<file path="src/rtl/dm_cache_ctrl.sv">
// Direct-mapped, one-word-per-line cache controller between a CPU load/store port
// and a memory port: hit/miss lookup, miss fill, write-through without allocate, flush.
module dm_cache_ctrl #(
  parameter int ADDR_W = 32,
  parameter int DATA_W = 32,
  parameter int LINES  = 8,
  parameter int CNT_W  = 16
) (
  input  logic              clk,
  input  logic              reset,
  input  logic              cpu_req_valid,
  output logic              cpu_req_ready,
  input  logic              cpu_req_we,
  input  logic [ADDR_W-1:0] cpu_req_addr,
  input  logic [DATA_W-1:0] cpu_req_wdata,
  output logic              cpu_resp_valid,
  output logic [DATA_W-1:0] cpu_resp_rdata,
  output logic              cpu_resp_hit,
  input  logic              flush,
  output logic              mem_req_valid,
  input  logic              mem_req_ready,
  output logic              mem_req_we,
  output logic [ADDR_W-1:0] mem_req_addr,
  output logic [DATA_W-1:0] mem_req_wdata,
  input  logic              mem_resp_valid,
  input  logic [DATA_W-1:0] mem_resp_rdata,
  output logic [CNT_W-1:0]  hit_count,
  output logic [CNT_W-1:0]  miss_count
);

  localparam int IDX_W = $clog2(LINES);
  localparam int TAG_W = ADDR_W - IDX_W - 2;

  typedef enum logic [2:0] {
    IDLE     = 3'd0,
    LOOKUP   = 3'd1,
    MEM_REQ  = 3'd2,
    MEM_WAIT = 3'd3,
    RESPOND  = 3'd4
  } state_t;

  state_t state;
  state_t state_next;

  logic              req_we;
  logic [ADDR_W-1:0] req_addr;
  logic [DATA_W-1:0] req_wdata;
  logic              req_hit;
  logic              flush_pending;

  logic [LINES-1:0]  valid_bits;
  logic [TAG_W-1:0]  tag_mem  [LINES];
  logic [DATA_W-1:0] data_mem [LINES];

  logic [IDX_W-1:0]  req_idx;
  logic [TAG_W-1:0]  req_tag;
  logic              lookup_hit;
  logic              accept;
  logic              fill;
  logic              mem_done;

  assign req_idx    = req_addr[IDX_W+1:2];
  assign req_tag    = req_addr[ADDR_W-1:IDX_W+2];
  assign lookup_hit = valid_bits[req_idx] && (tag_mem[req_idx] == req_tag);

  // Handshakes: a transfer happens on a rising edge where valid && ready are both high;
  // the requester holds its payload stable from valid until that edge. The CPU response
  // and the memory response are single-cycle pulses with no back-pressure.
  assign accept   = (state == IDLE) && cpu_req_valid && cpu_req_ready;
  assign mem_done = (state == MEM_WAIT) && mem_resp_valid;
  assign fill     = mem_done && !req_we;

  assign mem_req_we     = req_we;
  assign mem_req_addr   = {req_addr[ADDR_W-1:2], 2'b00};
  assign mem_req_wdata  = req_wdata;
  assign cpu_resp_valid = (state == RESPOND);

  always_comb begin
    state_next    = state;
    cpu_req_ready = 1'b0;
    mem_req_valid = 1'b0;
    case (state)
      IDLE: begin
        cpu_req_ready = !flush && !flush_pending;
        if (cpu_req_valid && !flush && !flush_pending) state_next = LOOKUP;
      end
      LOOKUP:   state_next = (lookup_hit && !req_we) ? RESPOND : MEM_REQ;
      MEM_REQ: begin
        mem_req_valid = 1'b1;
        if (mem_req_ready) state_next = MEM_WAIT;
      end
      MEM_WAIT: if (mem_resp_valid) state_next = RESPOND;
      RESPOND:  state_next = IDLE;
      default:  state_next = IDLE;
    endcase
  end

  always_ff @(posedge clk) begin
    if (reset) begin
      state          <= IDLE;
      req_we         <= 1'b0;
      req_addr       <= '0;
      req_wdata      <= '0;
      req_hit        <= 1'b0;
      flush_pending  <= 1'b0;
      valid_bits     <= '0;
      hit_count      <= '0;
      miss_count     <= '0;
      cpu_resp_rdata <= '0;
      cpu_resp_hit   <= 1'b0;
    end else begin
      state <= state_next;

      if (accept) begin
        req_we    <= cpu_req_we;
        req_addr  <= cpu_req_addr;
        req_wdata <= cpu_req_wdata;
      end

      // A flush seen while busy is deferred so an in-flight fill cannot revive a line.
      if (state == IDLE) flush_pending <= 1'b0;
      else if (flush)    flush_pending <= 1'b1;

      if ((state == IDLE) && (flush || flush_pending)) valid_bits <= '0;
      else if (fill) valid_bits[req_idx] <= 1'b1;

      if (state == LOOKUP) begin
        req_hit <= lookup_hit;
        if (lookup_hit) begin
          if (hit_count != {CNT_W{1'b1}}) hit_count <= hit_count + CNT_W'(1);
        end else begin
          if (miss_count != {CNT_W{1'b1}}) miss_count <= miss_count + CNT_W'(1);
        end
        if (lookup_hit && !req_we) begin
          cpu_resp_rdata <= data_mem[req_idx];
          cpu_resp_hit   <= 1'b1;
        end
      end

      if (mem_done) begin
        cpu_resp_rdata <= req_we ? '0 : mem_resp_rdata;
        cpu_resp_hit   <= req_hit;
      end
    end
  end

  // Tag/data storage needs no reset: stale contents are masked by valid_bits.
  always_ff @(posedge clk) begin
    if ((state == LOOKUP) && lookup_hit && req_we) data_mem[req_idx] <= req_wdata;
    if (fill) begin
      data_mem[req_idx] <= mem_resp_rdata;
      tag_mem[req_idx]  <= req_tag;
    end
  end

endmodule
</file>
<file path="config.mk">
export PLATFORM = sky130hd
export DESIGN_NAME = dm_cache_ctrl
export DESIGN_NICKNAME = d
export VERILOG_FILES = /design/src/rtl/dm_cache_ctrl.sv
export SDC_FILE = /design/constraint.sdc
export NUM_CORES = 1
export LEC_CHECK = 0
export CELL_PAD_IN_SITES_DETAIL_PLACEMENT = 0
export CELL_PAD_IN_SITES_GLOBAL_PLACEMENT = 1
export CORE_MARGIN = 2
export CORE_UTILIZATION = 35
export CTS_BUF_LIST = sky130_fd_sc_hd__clkbuf_4
export CTS_CLUSTER_SIZE = 28
export DETAILED_ROUTE_END_ITERATION = 12
export PLACE_DENSITY_LB_ADDON = 0.15
export SETUP_SLACK_MARGIN = 0.5
export SLEW_MARGIN = 20
export SYNTH_ARGS = -nofsm -noshare
export SYNTH_HDL_FRONTEND = slang
export SYNTH_SLANG_ARGS = --single-unit
</file>
<file path="constraint.sdc">
create_clock -name clk -period 8.05 [get_ports clk]
set_input_delay 2.0125 -clock clk [delete_from_list [all_inputs] [get_ports clk]]
set_output_delay 2.0125 -clock clk [all_outputs]
set_load 0.02 [all_outputs]
</file>
Word level (Yosys, flattened, before mapping)

Memories as Yosys holds them, arrays and structs flattened. A register that Yosys moved wholly into a read port is not among the register bits.
Cells that the tools add are included.

Register bits after elaboration: 143
Word-level logic and storage cells: 83
Output and inout port bits: 133
Memories kept: 2
Memory bits (writable): 472

Memories:

| name     | depth | width | read ports | clocked after Yosys merged registers in | wr ports | line | text |
|---|---|---|---|---|---|---|---|
| data_mem | 8     | 32    | 1          | 1                                       | 1        | 53   | `logic [DATA_W-1:0] data_mem [LINES];` |
| tag_mem  | 8     | 27    | 1          | 1                                       | 1        | 52   | `logic [TAG_W-1:0] tag_mem [LINES];` |

Multiplexer cells: 27
Add/sub/neg operators: 2
Reductions and logical operators: 26
Equal/unequal tests: 10
Magnitude comparators: 2
Bitwise operators: 3

Operators by type and width:

| kind                                                                  | count |
|---|---|
| 32-bit 2-to-1 mux                                                     | 5 |
| 16-bit by 1-bit adder with 16-bit output, second input constant       | 2 |
| 16-bit inequality test, second input constant                         | 2 |
| 27-bit equality test                                                  | 1 |
| 3-bit 2-to-1 mux                                                      | 8 |
| 1-bit logical AND                                                     | 13 |
| 3-bit one-hot mux with 4 select lines                                 | 1 |
| 1-bit 2-to-1 mux                                                      | 11 |
| 3-bit AND reduction                                                   | 3 |
| 8-bit OR                                                              | 1 |
| 3-bit by 2-bit equality test with 1-bit output, second input constant | 2 |
| 2-bit inequality test, second input constant                          | 3 |
| 3-bit by 4-bit < comparator with 1-bit output, second input constant  | 1 |
| 2-bit nonzero test                                                    | 2 |
| 2-bit OR reduction                                                    | 2 |
| 1-bit binary-select mux with 3-bit select                             | 1 |
| 1-bit demux with 3-bit select                                         | 1 |
| 3-bit by 1-bit equality test with 1-bit output, second input constant | 1 |
| 3-bit equality test, second input constant                            | 1 |
| 3-bit by 1-bit >= comparator with 1-bit output, second input constant | 1 |
| 1-bit logical NOT                                                     | 3 |
| 3-bit logical NOT                                                     | 1 |
| 2-bit AND reduction                                                   | 1 |
| 1-bit logical OR                                                      | 1 |
| 2 further kinds                                                       | 2 |

Longest topological paths before layout

Word-level depth: 8
Depth in mapped cells: 14
Gate-level depth less buffers: 8

Worst setup path after synthesis

OpenSTA, ideal clock, no wires.

Path type: register -> register
Start point: register with a tool-made name
End point: memory data_mem[0][0] (enable)
Stages on the path, launching flop included: 12
Data required time: 7.548 ns
Data arrival time: 6.141 ns
Setup slack: 1.407 ns
Setup time: 0.502 ns
Cell sequence: dfxtp_1 -> buf_2 -> clkbuf_1 -> clkbuf_1 -> mux4_2 -> mux2i_1 -> xor2_1 -> nand4_1 -> or4_4 -> buf_6 -> mux2_2 -> nor4_1

RTL lines:

| item          | line |
|---|---|
| end, declared | 53 |

Worst setup path after layout

Start point: input flush
End point: output cpu_req_ready

Word-level cells in the longest chain between the ends: 3

Ends and longest elaborated chain:

| item              | line | text |
|---|---|---|
| start, declared   | 19   | `input logic flush,` |
| 1-bit logical NOT | 84   | `cpu_req_ready = !flush && !flush_pending;` |
| 1-bit logical AND | 84   |  |
| 1-bit 2-to-1 mux  | 82   | `case (state)` |
| end, declared     | 12   | `output logic cpu_req_ready,` |

No other way between the ends.

==> impl_metrics.yaml <==
layout:
  area_delta_synth_final_pct: 21.5
  drive_above_1_share_pct: 21.8
  nets: 2172
  nFillCells: 6610
  fin_area_um2: 30800
detailed_routing:
  antenna_left: 0
  wl_met3_mm: 4.25
  wire_per_inst_um: 22.1
  routed_wl_mm: 69.8
  routed.top_layer: "met5"
  first_pass_iters: 5
  initialDrtViolationCount: 936
  viasPerCell: 5.21
  wl_met2_mm: 33.7
  vias: 16500
  remaining_drc_errors: 0
  m1WireLength_mm: 30.5
sta:
  finalCriticalPeriod_ns: 5.55
  max_slew_margin_pct: 26.5
  setup_viol: 0
  finalCritPeriodShare_pct: 69.0
  tightest_slew_ns: 1.10
  slew_violations: 0
  rsz0062_at_grt: "no"
  fin_ws_ns: 2.50
  max_freq_mhz: 180
  tns_ns: 0
  skew_ns: 0.0472
  hold_viol: 0
grt:
  grt.overflow.total: 0
  grt_pass1_wl_mm: 104
  track_usage_pct: 18.8
  grt_max_degree: 159
  grt_pass1_vias: 17000
  antenna_found_initial: 8
critical_path:
  cp_cell_sequence: "clkdlybuf4s50_1, nor2_1, and2_1, clkdlybuf4s50_1"
  crit_family: "buffers and inverters"
  worstPathRequired_ns: 6.04
  crit_arrival_ns: 3.54
  path_buf_inv: 2
  critPathMostFrequentCell: "clkdlybuf4s50_1"
  end_kind: "output pin"
  rr_worst_depth: 10
  r2r_end: "data_mem[3][20]"
  startpoint_type: "primary input"
  path_class: "in -> out"
  crit_start: "flush"
  regToRegSetupSlack_ns: 2.84
  crit_fanout: 6
  crit_path_top_delay_cell: "clkdlybuf4s50_1"
  max_stage_delay_ns: 0.60
synthesis:
  avgSynthCellArea_um2: 14.4
  synth_edf_count: 472
  async_reset_ff_share_pct: 0
  synth_top_area_cell: "edfxtp_1"
  synth.yosys.seq_area_share_pct: 67.3
  synth_ff_type: "edfxtp_1"
  synthTopCellsByArea: "edfxtp_1 56%, dfxtp_1 11%, mux4_2 8.4%"
  yosys.area.top_type_share_pct: 55.9
  syn_area_um2: 25300
  ys_warn_count: 0
  synth_cell_type_count: 56
  postSynthCellCount: 1764
  ys_seq_elements: 616
power_and_ir_drop:
  p_sw_mw: 1.55
  power.share.clock_pct: 41.8
  power_frac_seq_pct: 53.0
  p_leak_nw: 10.5
  swShare_pct: 23.5
  powerDensity_nw_per_um2: 213
  combinationalPowerShare_pct: 5.3
  internal_power_mw: 5.02
  ir_drop_mv: 0.0820
placed_design:
  place_congestion: 0.743
  hpwl_mm: 39.8
  port_buffers: 231
  place_ws_ns: 2.48
  postPlaceCellArea_um2: 28700
min_path:
  min_path_type: "reg -> reg"
  hp-start: "valid_bits[4]"
  hold_depth: 1
  holdPathEnd: "valid_bits[4]"
floorplan:
  dieHeight_um: 273
  dieWidth_um: 273
  rows: 98
  die_area_um2: 74600
  num_io_pins: 236
  core-area_um2: 71600
  initial_core_util_pct: 35.4
flow_run:
  maxCapViolations: 0
clocking:
  post_cts_resized: 0
  ctsHoldBuffers: 0
  cts.clk_slew.worst_paths_ns: 0.06
  cts_inserted_buffers: 168
  worst_skew_pair.late_latency_ns: 0.98
  cts_setup_buffers: 0
  cts_tree: "built"
  cts_sinks: 616
  cts.path.max_buffers: 3
  cts-root-buf: "clkbuf_4"
  h-tree-depth: 4
status:
  status: "completed"
-- cell usage after synthesis, types with 31 or more instances --
cell,n
edfxtp_1,472
nand2_1,270
dfxtp_1,144
a21oi_1,106
mux4_2,94
clkbuf_1,93
mux2_2,61
nor2_1,58
nor3_1,52
mux2i_1,47
o311ai_0,37
a22oi_1,35
nand4b_1,31
-- through the flow --
| stage | util [%] | hold slack, ns | instances | total power [mW] |
|---|---|---|---|---|
| after floorplan | - | 0.434 | 1765 | 3.73 |
| after global placement | 40.0 | 0.441 | 2847 | 3.90 |
| after detailed placement | 40.0 | 0.451 | 2847 | 3.90 |
| after CTS | 43.0 | 0.466 | 3157 | 6.69 |
| after global routing | 43.0 | 0.481 | 3161 | 6.88 |
| final | 43.0 | 0.464 | 3163 | 6.57 |
-- worst max path at each step --
stage | to | slack [ns] | cells after the start
after floorplan | data_mem[0][0] | 1.41 | 11
after global placement | cpu_req_ready | 2.51 | 4
after detailed placement | cpu_req_ready | 2.48 | 4
after CTS | cpu_req_ready | 2.48 | 4
after global routing | cpu_req_ready | 2.41 | 4
final | cpu_req_ready | 2.50 | 4
-- per-layer routing --
| metal | global-route usage [%] | up-vias |
|---|---|---|
| met5 | 0 | - |
| met2 | 31.0 | 460 |
| met1 | 24.0 | 8327 |
| li1 | - | 7559 |
| met3 | 5.33 | 112 |
| met4 | 5.69 | 6 |
-- cell families after synthesis --
family,after synthesis,synth area share (%)
compound gates,247,6.39
xor+xnor,18,0.622
fa+ha+maj,2,0.0987
buf+inv,136,2.28
flops,616,67.3
mux,208,13.2
other cells,1,0.0148
simple gates,536,10.1
-- cell usage in the layout, fill, tap and decap left out, types with 6 or more instances in the layout --
master and n:
and3_1 9, or4_1 12, dfxtp_1 140, nor3_1 45, a21oi_1 106, nand2_1 270
xor2_1 7, mux2i_1 47, or2_2 7, nor4_1 6, nand4b_1 31, nand3_1 22
nor2b_1 16, or3_1 12, clkdlybuf4s50_1 230, nand4_1 9, inv_1 6, nand2b_1 11
o21ai_0 12, inv_2 7, clkinv_1 48, o31ai_1 6, o41ai_1 6, diode_2 6
buf_4 28, a22oi_1 35, mux2_2 61, nor3_2 7, nor2_1 54, o21a_1 9
a22o_1 8, o311ai_0 37, xnor2_1 11, o22ai_1 11, clkbuf_4 244, edfxtp_1 472
mux4_2 94, mux2_1 6, clkinv_2 10
-- power groups by stage --
stage | logic, mW | clock network (mW) | registers, mW
finish | 0.346 | 2.74 | 3.48
global placement | 0.348 | 0 | 3.55
CTS | 0.354 | 2.86 | 3.48
detailed placement | 0.352 | 0 | 3.55
floorplan | 0.195 | 0 | 3.54
global route | 0.377 | 3.02 | 3.48
-- registers in the layout, summed over array words and instances, names as in the netlist, named ones only --
signal and count:
mem_req_wdata 32, tag_mem 216, mem_req_we 1, hit_count 16
cpu_resp_hit 1, miss_count 16, state 3, req_addr 30
valid_bits 8, data_mem 256, req_hit 1, cpu_resp_rdata 32
flush_pending 1
-- layout make-up --
class                      count  area (um2)  area share [%]
timing repair buffer         261        2560            8.33
antenna                        6        15.0          0.0488
clock buffer                 244        1830            5.95
inverter                       7        26.3          0.0853
sequential                   616       17100            55.4
tap                          950        1190            3.86
multi-input combinational   1013        7810            25.4
clock inverter                66         290           0.943
No activity file was read; power rests on OpenSTA's default activity.
